===== config.mk =====
export PLATFORM = sky130hd
export DESIGN_NAME = bit_diff_arbiter
export DESIGN_NICKNAME = d
export VERILOG_FILES = /design/src/rtl/bit_diff_arbiter.sv
export SDC_FILE = /design/constraint.sdc
export NUM_CORES = 1
export LEC_CHECK = 0
export ABC_AREA = 1
export ABC_CLOCK_PERIOD_IN_PS = 1900
export CAP_MARGIN = 20
export CELL_PAD_IN_SITES_DETAIL_PLACEMENT = 0
export CELL_PAD_IN_SITES_GLOBAL_PLACEMENT = 1
export CORE_MARGIN = 8
export CORE_UTILIZATION = 28
export CTS_BUF_LIST = sky130_fd_sc_hd__clkbuf_8
export DETAILED_ROUTE_END_ITERATION = 6
export PLACE_DENSITY = 0.92
export SETUP_SLACK_MARGIN = 0.4
export SLEW_MARGIN = 20
export SYNTH_ARGS = -nofsm -noshare
export SYNTH_HDL_FRONTEND = slang
export SYNTH_SLANG_ARGS = --single-unit

===== constraint.sdc =====
create_clock -name clk -period 1.9 [get_ports clk]
set_input_delay 0.38 -clock clk [delete_from_list [all_inputs] [get_ports clk]]
set_output_delay 0.38 -clock clk [all_outputs]
set_load 0.1 [all_outputs]

===== src/rtl/bit_diff_arbiter.sv =====
// Round-robin arbiter that shares one bit_diff engine among NUM_REQ requesters.
// It issues one job at a time, waits for the engine (with a timeout) and returns a tagged result.
module bit_diff_arbiter #(
  parameter int unsigned NUM_REQ    = 4,
  parameter int unsigned DATA_WIDTH = 32,
  parameter int unsigned TIMEOUT    = 255,
  localparam int unsigned RW = $clog2(2 * DATA_WIDTH + 1),
  localparam int unsigned IW = (NUM_REQ > 1) ? $clog2(NUM_REQ) : 1
) (
  input  logic                                clk,
  input  logic                                rst,
  input  logic [NUM_REQ-1:0]                  req_valid,
  input  logic [NUM_REQ-1:0][DATA_WIDTH-1:0]  req_data,
  output logic [NUM_REQ-1:0]                  req_ready,
  output logic                                eng_go,
  output logic [DATA_WIDTH-1:0]               eng_data,
  input  logic                                eng_done,
  input  logic signed [RW-1:0]                eng_result,
  output logic                                rsp_valid,
  output logic [IW-1:0]                       rsp_id,
  output logic signed [RW-1:0]                rsp_result,
  input  logic                                rsp_ready,
  output logic                                busy,
  output logic                                timeout_err
);

  localparam int unsigned CW = $clog2(TIMEOUT + 1);

  typedef enum logic [1:0] {StIdle, StIssue, StWait, StResp} state_e;

  state_e                 state_q, state_d;
  logic [IW-1:0]          rr_q, rr_d;
  logic [IW-1:0]          id_q, id_d;
  logic [CW-1:0]          cnt_q, cnt_d;
  logic [NUM_REQ-1:0]     req_ready_q, req_ready_d;
  logic                   eng_go_q, eng_go_d;
  logic [DATA_WIDTH-1:0]  eng_data_q, eng_data_d;
  logic                   rsp_valid_q, rsp_valid_d;
  logic [IW-1:0]          rsp_id_q, rsp_id_d;
  logic signed [RW-1:0]   rsp_result_q, rsp_result_d;
  logic                   busy_q, busy_d;
  logic                   timeout_err_q, timeout_err_d;

  logic [IW-1:0]          gnt_idx;
  logic [IW-1:0]          idx;

  // Search from the highest offset down so the nearest valid index at/after rr_q wins.
  always_comb begin
    gnt_idx = '0;
    idx     = '0;
    for (int i = NUM_REQ - 1; i >= 0; i--) begin
      idx = IW'((int'(rr_q) + i) % NUM_REQ);
      if (req_valid[idx]) begin
        gnt_idx = idx;
      end
    end
  end

  always_comb begin
    state_d       = state_q;
    rr_d          = rr_q;
    id_d          = id_q;
    cnt_d         = cnt_q;
    req_ready_d   = '0;
    eng_go_d      = 1'b0;
    eng_data_d    = eng_data_q;
    rsp_valid_d   = rsp_valid_q;
    rsp_id_d      = rsp_id_q;
    rsp_result_d  = rsp_result_q;
    busy_d        = busy_q;
    timeout_err_d = timeout_err_q;

    unique case (state_q)
      StIdle: begin
        if (|req_valid) begin
          state_d              = StIssue;
          id_d                 = gnt_idx;
          eng_data_d           = req_data[gnt_idx];
          eng_go_d             = 1'b1;
          req_ready_d[gnt_idx] = 1'b1;
          busy_d               = 1'b1;
        end
      end
      StIssue: begin
        // eng_done may still reflect the previous job here, so it is not looked at.
        state_d = StWait;
        cnt_d   = '0;
      end
      StWait: begin
        if (eng_done) begin
          state_d      = StResp;
          rsp_result_d = eng_result;
          rsp_valid_d  = 1'b1;
          rsp_id_d     = id_q;
        end else if (cnt_q == CW'(TIMEOUT - 1)) begin
          state_d       = StResp;
          timeout_err_d = 1'b1;
          rsp_result_d  = '0;
          rsp_valid_d   = 1'b1;
          rsp_id_d      = id_q;
        end else begin
          cnt_d = cnt_q + 1'b1;
        end
      end
      StResp: begin
        if (rsp_ready) begin
          state_d     = StIdle;
          rsp_valid_d = 1'b0;
          busy_d      = 1'b0;
          rr_d        = (id_q == IW'(NUM_REQ - 1)) ? '0 : id_q + 1'b1;
        end
      end
      default: begin
        state_d = StIdle;
      end
    endcase
  end

  always_ff @(posedge clk) begin
    if (rst) begin
      state_q       <= StIdle;
      rr_q          <= '0;
      id_q          <= '0;
      cnt_q         <= '0;
      req_ready_q   <= '0;
      eng_go_q      <= 1'b0;
      eng_data_q    <= '0;
      rsp_valid_q   <= 1'b0;
      rsp_id_q      <= '0;
      rsp_result_q  <= '0;
      busy_q        <= 1'b0;
      timeout_err_q <= 1'b0;
    end else begin
      state_q       <= state_d;
      rr_q          <= rr_d;
      id_q          <= id_d;
      cnt_q         <= cnt_d;
      req_ready_q   <= req_ready_d;
      eng_go_q      <= eng_go_d;
      eng_data_q    <= eng_data_d;
      rsp_valid_q   <= rsp_valid_d;
      rsp_id_q      <= rsp_id_d;
      rsp_result_q  <= rsp_result_d;
      busy_q        <= busy_d;
      timeout_err_q <= timeout_err_d;
    end
  end

  assign req_ready   = req_ready_q;
  assign eng_go      = eng_go_q;
  assign eng_data    = eng_data_q;
  assign rsp_valid   = rsp_valid_q;
  assign rsp_id      = rsp_id_q;
  assign rsp_result  = rsp_result_q;
  assign busy        = busy_q;
  assign timeout_err = timeout_err_q;

endmodule

== Word-level counts from Yosys, hierarchy flattened ==
Index checks and enable logic that the tools add are counted.

* Register bits: 63
* Input bits: 143
* Output and inout port bits: 49
* Logic and storage cells: 89

* Add/sub/neg operators: 5
* $lt $le $gt $ge: 6
* Eq/ne operators: 10
* Muxes and demuxes: 36
* Bitwise gates (word level): 3
* Reductions and logical operators: 17

{| class="wikitable"
|+ Operators with widths
! kind !! count
|-
| $bmux W32 S2 || 1
|-
| $mux W32 || 1
|-
| $mux W2 || 11
|-
| $mux W8 || 2
|-
| $pmux W8 S2 || 1
|-
| $lt A2 B3 Y1 const B || 5
|-
| $reduce_and A3 Y1 || 5
|-
| $mux W7 || 2
|-
| $mux W1 || 10
|-
| $add A8 B1 Y8 const B || 1
|-
| $bmux W1 S2 || 4
|-
| $eq A8 B8 Y1 const B || 1
|-
| $ne A2 B2 Y1 const B || 4
|-
| $pmux W2 S4 || 1
|-
| $reduce_bool A2 Y1 || 4
|-
| $eq A2 B2 Y1 const B || 3
|-
| $reduce_and A2 Y1 || 3
|-
| $add A2 B1 Y2 const B || 2
|-
| $add A2 B2 Y2 const B || 2
|-
| $pmux W1 S2 || 2
|-
| $reduce_or A4 Y1 || 1
|-
| $ne A3 B3 Y1 const B || 1
|-
| $not A1 Y1 || 3
|-
| $reduce_or A3 Y1 || 1
|-
| 6 further kinds || 6
|}

== Depth between registers and ports, before layout ==
Gate-level depths: netlist of run 1.

* Depth in word-level cells: 11
* Mapped depth: 15
* Mapped depth without buffers: 13

== Worst setup path after synthesis of run 1 ==
No wires, ideal clock.

* Path type: register to register
* Start: register state_q[0]
* End: register eng_data_q[11], in the netlist eng_data[11]
* Library setup time: 119 ps
* Arrival: 1,548 ps
* Required time: 1,781 ps
* Slack: 233 ps
* Cell stages (with the launch flop): 10
* Buffers on the path: 2
* Clock period less this slack: 1,667 ps
* Cells stage by stage: dfxtp_1 > inv_1 > ha_1 > inv_1 > nor2_1 > clkbuf_1 > buf_1 > nand2_1 > nor2_1 > nor2_1

* Longest elaborated chain between the ends: 2

{| class="wikitable"
|+ Ends and longest elaborated chain
! item !! line !! RTL
|-
| start, declared || 31 || <nowiki>state_e state_q, state_d;</nowiki>
|-
| start signal, assigned || 121 || <nowiki>state_q <= StIdle;</nowiki>
|-
| start signal, assigned || 134 || <nowiki>state_q <= state_d;</nowiki>
|-
| $logic_not A2 Y1 || 73 || <nowiki>unique case (state_q)</nowiki>
|-
| $reduce_and A2 Y1 (no line) || n/a ||
|-
| end signal, assigned || 140 || <nowiki>eng_data_q <= eng_data_d;</nowiki>
|-
| end, declared || 37 || <nowiki>logic [DATA_WIDTH-1:0] eng_data_q, eng_data_d;</nowiki>
|}

Every way passes these cells.
A chain may end at the register's enable or synchronous reset.

== Final worst setup path of run 1 ==
* Start: register rr_q[0]
* End: register eng_data_q[3], in the netlist eng_data[3]

* Longest elaborated chain between the ends: 9
* Elaborated cells on any way between the ends: 17
* Those cells by class: 3 x add/sub; 14 x mux

{| class="wikitable"
|+ Ends and longest elaborated chain
! item !! line !! RTL
|-
| start, declared || 32 || <nowiki>logic [IW-1:0] rr_q, rr_d;</nowiki>
|-
| start signal, assigned || 135 || <nowiki>rr_q <= rr_d;</nowiki>
|-
| $add A2 B2 Y2 || 52 || <nowiki>idx = IW'((int'(rr_q) + i) % NUM_REQ);</nowiki>
|-
| $bmux W1 S2 || 53 || <nowiki>if (req_valid[idx]) begin</nowiki>
|-
| $mux W1 (implied by the code) || 53 ||
|-
| $mux W2 (3 in series) || 53 ||
|-
| $mux W2 * || 53 ||
|-
| $bmux W32 S2 * || 78 || <nowiki>eng_data_d = req_data[gnt_idx];</nowiki>
|-
| $mux W32 (implied by the code) * || 78 ||
|}

Every way passes the cells marked *; elsewhere a longest branch is shown, timed or not. The select of a mux whose other input is x is not followed.

==> key figures, run 1 <==
Placed design
  – Placed Instance Area: 6070 um2
  – Post-DP HPWL: 11.2 mm
  – # port buffers: 191
  – GP Congestion: 0.835

Finish
  – Layout cells sized above 1: 26.2%
  – Filler cells: 1297
  – Register area: 1270 um2
  – Area Overhead vs Synth: 86.7%
  – Layout net count: 951
  – Multi-input gate area: 2520 um2
  – Antenna cells: 0
  – Final instance area: 7120 um2

Yosys
  – Ys async rst share: 0%
  – Seq/Total Area, Yosys: 33.1%
  – Syn Inst Count: 579
  – Post-Synth Adder-Cell Area: 2.62%
  – Post-synth top area share: 33.1%
  – Post-synth top area cell: dfxtp_1
  – Most frequent cells after synthesis: nand3_1, nand2_1, nor2_1
  – Main combinational cell family by area after synthesis: simple AND/OR/NAND/NOR gates
  – Post-synth EDFFs: 0
  – Most numerous cell in the Yosys netlist: nand3_1
  – Post-synthesis mux area share: 0%
  – Simple-gate share of the synthesized area: 44.0%
  – Unique masters post-synth: 29
  – Synth Flop Type: dfxtp_1
  – Xor/xnor share of the synthesized area: 0.459%
  – Mapped Avg Cell Area: 6.59 um2
  – Syn Nets: 730
  – Complex-gate fraction of the synthesized area: 9.45%
  – Synth area leaders: dfxtp_1, nand3_1, nand2_1
  – Mapped Area: 3810 um2
  – Yosys reg bits: 63
  – Synth Warn #: 0

Clock network
  – H-tree level count: 3
  – CTS tree: built
  – CTS Root Cell: clkbuf_8
  – CTS max path bufs: 2
  – Worst-path clk slew: 90 ps
  – Clock latency on the worst-skew pair: 370 ps
  – Clock tree sinks: 63
  – Hold buffers post-CTS: 0
  – CTS buffer count: 9

STA
  – Max-slew violations: 0
  – Normalized max-slew margin: 79.9%
  – Crit share post-route: 93.3%
  – Final TNS setup: 0 ps
  – RSZ-0062 raised after global routing: true
  – Min Clock Period, post-route: 1770 ps
  – Worst-margin pin slew: 300 ps
  – Setup clock skew after layout: 11.3 ps
  – Hold Vio Cnt, Final: 0
  – Fmax: 564 MHz
  – Setup-failing EPs final: 0

Flow run
  – Max cap viols: 0

Floorplan
  – Core Area: 13300 um2
  – I/O pins: 192
  – Die Span X: 133 um
  – Initial Util: 28.7%
  – Row cnt: 42
  – Die Ht: 133 um
  – Die ar.: 17600 um2

Setup path
  – Slowest cell on crit path: dfxtp_4
  – Crit-path cells: inv_8 -> nand2_2 -> nand2_2 -> nand2_4 -> nand3_4 -> o21ai_4 -> buf_6 -> clkbuf_16 -> nand3_1 -> nand3_1 -> nor2_1 -> nor2_1
  – Crit path launch type: flop
  – CP peak stage delay: 430 ps
  – Crit path kind: flop to flop
  – Critical Path End Type: flop
  – Req. time, crit path: 2210 ps
  – CP Max Fanout: 8
  – Worst Path Arrival: 2090 ps

Routing
  – Post-DR vias/cell: 4.93
  – Routed length per instance: 17.3 um
  – DRT antenna net count: 0
  – DR iter-0 viols: 237
  – WL final: 17.0 mm
  – DR vias: 4837
  – Residual DRC: 0
  – First drt pass iteration count: 4

Pwr
  – Pwr Density: 1560 nW/um2
  – VDD IR max: 1020 uV
  – Leak pwr: 3.04 nW

Global routing
  – Initial antenna violation count: 0
  – Largest net degree at the start of global routing: 43
  – GRT overflow: 0
  – Number of global-route vias before repair: 4652
  – GRT Resource Usage Total: 17.3%
  – Global-route wire length before repair: 24.5 mm

Worst hold path
  – Hold Crit Class: flop to flop

Outcome
  – Status: finished clean
path summary, 6_finish.rpt:
check,startpoint,end,slack [ps],depth (start not counted)
max,rr_q[0],eng_data[3],130,12
min,rsp_result[5],rsp_result[5],470,2
max reg2reg,rr_q[0],eng_data[3],130,12
min reg2reg,rsp_result[5],rsp_result[5],470,2
power breakdown:
part           switching (W)  internal (W)  leakage (nW)  total (W)
sequential          0.000273       0.00177         0.522    0.00205
combinational        0.00529       0.00259          2.43    0.00788
clock               0.000610      0.000607        0.0956    0.00122
per-stage QoR:
| step | power (W) | setup WS (ps) | hold WS, ps | utilization (%) | std cells |
|---|---|---|---|---|---|
| 2_1_floorplan | 0.00696 | 296 | 431 | - | 579 |
| 3_3_place_gp | 0.00896 | -368 | 444 | 45.6 | 934 |
| 3_5_place_dp | 0.00898 | -402 | 459 | 45.6 | 934 |
| 4_1_cts | 0.0106 | 150 | 471 | 49.6 | 961 |
| 5_1_grt | 0.0117 | 11.5 | 483 | 53.6 | 981 |
| 6_report | 0.0111 | 127 | 467 | 53.6 | 981 |
placed cells by master, fill, tap and decap left out, drive strengths merged:
cell type | synthesis | routed
nor3 | 9 | 9
xor2 | 2 | 2
ha | 8 | 8
a21oi | 19 | 19
clkinvlp | 0 | 2
clkbuf | 13 | 17
a31oi | 2 | 2
o22ai | 1 | 1
clkdlybuf4s50 | 0 | 138
o21a | 1 | 1
nor2 | 88 | 88
dfxtp | 63 | 63
a211oi | 1 | 1
buf | 32 | 104
nand2 | 103 | 104
inv | 30 | 31
o21ai | 44 | 44
nand4 | 48 | 48
nand3 | 114 | 114
nor4 | 1 | 1
dlygate4sd2 | 0 | 4
bufinv | 0 | 1
clkinv | 0 | 3
area by class of cell:
class	instances	area share [%]
inverters	30	1.72
clock buffers	9	1.74
well taps	176	3.09
flip-flops and latches	63	17.9
clock inverters	7	1.02
repair buffers	254	39.2
multi-input cells	442	35.4
cells by family (layout without fill, tap and decap cells):
logic type      Yosys count  in the layout
buf+inv                  75            300
xor+xnor                  2              2
compound gates           68             68
flops                    63             63
simple gates            363            364
fa+ha+maj                 8              8
critical path, delay by kind of cell, from the launching register on:
family	cells	cell delay, ps
buffers and inverters	3	420
flip-flops	1	430
AND/OR/NAND/NOR	8	630
AO/OA/AOI/OAI	1	240
sequential cells by signal (all words and copies together) (netlist names):
name,cells
eng_data,32
cnt_q,8
rsp_result,7
req_ready,4
id_q,2
rr_q,2
rsp_id,2
state_q,2
busy,1
eng_go,1
rsp_valid,1
timeout_err,1
layer usage:
metal / vias to the layer above / global-route usage (%) / wire, um
met5: - / 0 / 0
met4: 0 / 6.75 / 363
met2: 193 / 27.5 / 8110
met3: 24 / 6.28 / 1550
li1: 2419 / - / -
met1: 2201 / 20.9 / 6980
what timing repair did:
item,4_1_cts,5_1_grt
buffers inserted,8,8
pin swaps,18,47
setup endpoints to repair,51,51
gates resized for setup,56,62
gates cloned,3,12
No activity file was read; power rests on OpenSTA's default activity.
==> run 2: changes to the inputs <==
CAP_MARGIN = not set   (was 20)
SKIP_LAST_GASP = 1   (was not set)
==> results of run 2 <==
The final DEF is identical to that of run 1; final timing and power are the same.
==> run 3: changes to the inputs <==
CELL_PAD_IN_SITES_DETAIL_PLACEMENT = not set   (was 0)
CELL_PAD_IN_SITES_GLOBAL_PLACEMENT = not set   (was 1)
CORE_UTILIZATION = 42   (was 28)
==> run 3 against run 2 <==
Net effect: the run now ends with negative setup slack left; wire length is 5.3% lower; sequential power grew 2%; sequential share of layout area increased by 1.1 points; critical path type unchanged; largest power group unchanged; highest routed layer unchanged.
==> key figures, run 3 (same netlist as run 1, synthesis figures left out) <==
Outcome
  – Status: finished with violations
  – Failing checks: negative setup slack

STA
  – Fmax: 526 MHz (-6.8%)
  – Worst-margin pin slew: 433 ps (+134 ps)
  – Hold Vio Cnt, Final: 0 (unchanged)
  – Setup-failing EPs final: 1 (+1)
  – Normalized max-slew margin: 70.9% (-9.0 points)
  – Setup clock skew after layout: 9.13 ps (-2.15 ps)
  – Min Clock Period, post-route: 1900 ps (+128 ps)
  – Hold Slack: 446 ps (-20.5 ps)
  – Setup WS post-layout: -1.59 ps (-128 ps)
  – RSZ-0062 raised after global routing: true
  – Crit share post-route: 100% (+6.8 points)
  – Max-slew violations: 0 (unchanged)

Pwr
  – Leak pwr: 2.88 nW (-5.3%)
  – Pwr Density: 1610 nW/um2 (+3.0%)
  – VDD IR max: 931 uV (-9.2%)
  – Tot Pwr: 0.0109 W (-2.6%)

Setup path
  – Slowest cell on crit path: dfxtp_4
  – Worst Path Arrival: 2130 ps (+40 ps)
  – Crit path launch type: flop
  – CP peak stage delay: 430 ps (about the same)
  – Crit-path cells: inv_8 -> nand2_4 -> nand2_4 -> nand2_4 -> nand3_4 -> nor2_4 -> nor2_4 -> buf_12 -> buf_12 -> clkbuf_16 -> nand3_1 -> nand3_1 -> nor2_1 -> nor2_1
  – Req. time, crit path: 2130 ps (-80 ps)
  – Critical Path End Type: flop
  – Crit path kind: flop to flop
  – CP Max Fanout: 8 (unchanged)
  – Crit path top cell by count: nand2_4

Global routing
  – GRT overflow: 0 (unchanged)
  – Largest net degree at the start of global routing: 37 (-14%)
  – Global-route wire length before repair: 24.2 mm (-1.2%)
  – Initial antenna violation count: 0 (unchanged)
  – GRT Resource Usage Total: 23.4% (+6.0 points)
  – Number of global-route vias before repair: 4986 (+7.2%)

Clock network
  – CTS max path bufs: 2 (unchanged)
  – Hold buffers post-CTS: 0 (unchanged)
  – CTS tree: built
  – Worst-path clk slew: 70 ps (-20 ps)
  – Clock latency on the worst-skew pair: 330 ps (-40 ps)
  – Clock tree sinks: 63 (unchanged)
  – H-tree level count: 3 (unchanged)
  – CTS Root Cell: clkbuf_8
  – CTS buffer count: 9 (unchanged)

Finish
  – Area Overhead vs Synth: 76.6%
  – Max FFs per register: 32 (unchanged)
  – Filler cells: 597 (-54%)
  – Final instance area: 6730 um2 (-5.4%)
  – Layout cells sized above 1: 24.8% (-1.4 points)
  – Register area: 1280 um2 (+0.29%)
  – Most frequent cells in the layout: clkdlybuf4s50_1, nand3_1, nor2_1
  – Layout net count: 936 (-1.6%)
  – Layout Cells excl Fill: 897 (-8.6%)
  – Antenna cells: 0 (unchanged)
  – Most common cell after layout, fill and taps aside: clkdlybuf4s50_1
  – Multi-input gate area: 2490 um2 (-1.0%)
  – Utilization after layout: 76.8% (+23 points)

Placed design
  – GP Congestion: 0.946 (+13%)
  – Placed Instance Area: 5910 um2 (-2.6%)
  – # port buffers: 191 (unchanged)
  – Post-DP HPWL: 11.4 mm (+2.0%)
  – Placed insts: 860 (-7.9%)

Worst hold path
  – Hold Crit Class: flop to flop

Floorplan
  – Die Ht: 111 um (-16%)
  – I/O pins: 192 (unchanged)
  – Die ar.: 12400 um2 (-30%)
  – Initial Util: 43.5% (+15 points)
  – Die Span X: 111 um (-16%)
  – Row cnt: 34 (-19%)
  – Core Area: 8760 um2 (-34%)

Routing
  – Routed length per instance: 17.9 um (+3.6%)
  – DR vias: 4971 (+2.8%)
  – WL final: 16.1 mm (-5.3%)
  – Post-DR vias/cell: 5.54 (+12%)
  – Residual DRC: 0 (unchanged)
  – DRT antenna net count: 0 (unchanged)
  – DR iter-0 viols: 355 (+50%)
  – First drt pass iteration count: 5 (+1)

Flow run
  – Max cap viols: 0 (unchanged)
[run 3: per-layer routing]
| layer | vias to the layer above | share of wire, % | GRT usage (%) | wire length, um |
|---|---|---|---|---|
| li1 | 2388 | - | - | - |
| met1 | 2306 | 36 | 24.1 | 5770 |
| met2 | 228 | 52 | 41.2 | 8380 |
| met3 | 49 | 8.8 | 8.60 | 1410 |
| met4 | 0 | 3.3 | 10.4 | 537 |
| met5 | - | 0 | 0 | 0 |
[run 3: power by group]
part	internal [W]	switching, W	leakage (nW)	total, W
registers	0.00177	0.000327	0.523	0.00210
logic	0.00241	0.00515	2.26	0.00756
clock network	0.000634	0.000555	0.0944	0.00119
[run 3: layout make-up]
type,count,share of cell area [%]
tap,108,2.01
clock buffer,10,2.04
clock inverter,5,0.873
inverter,30,1.82
timing repair buffer,240,37.3
sequential,63,19.0
multi-input combinational,441,37.0
[run 3: critical path, delay by kind of cell, from the launching register on]
family	cells	cell delay [ps]
flops	1	430
simple gates	10	870
buf+inv	4	470
[run 3: worst paths after layout]
kind,from,to,slack [ps],depth (start not counted)
hold / removal,cnt_q[0],cnt_q[0],450,1
hold reg to reg,cnt_q[0],cnt_q[0],450,1
setup / recovery,rr_q[0],eng_data[16],-2,14
setup reg to reg,rr_q[0],eng_data[16],-2,14
[run 3: timing repair]
item / CTS / global route
endpoints found under the setup margin: 49 / 59
gates resized for setup: 26 / 75
gates cloned: 3 / 3
setup buffers: 4 / 12
pin swaps: 9 / 32
[run 3: per-stage QoR]
step,setup TNS (ps),setup slack (ps)
final,-1.59,-1.59
after CTS,0,132
after global placement,-6780,-230
after global routing,-265,-59.3
after detailed placement,-10580,-335
after floorplan,0,296
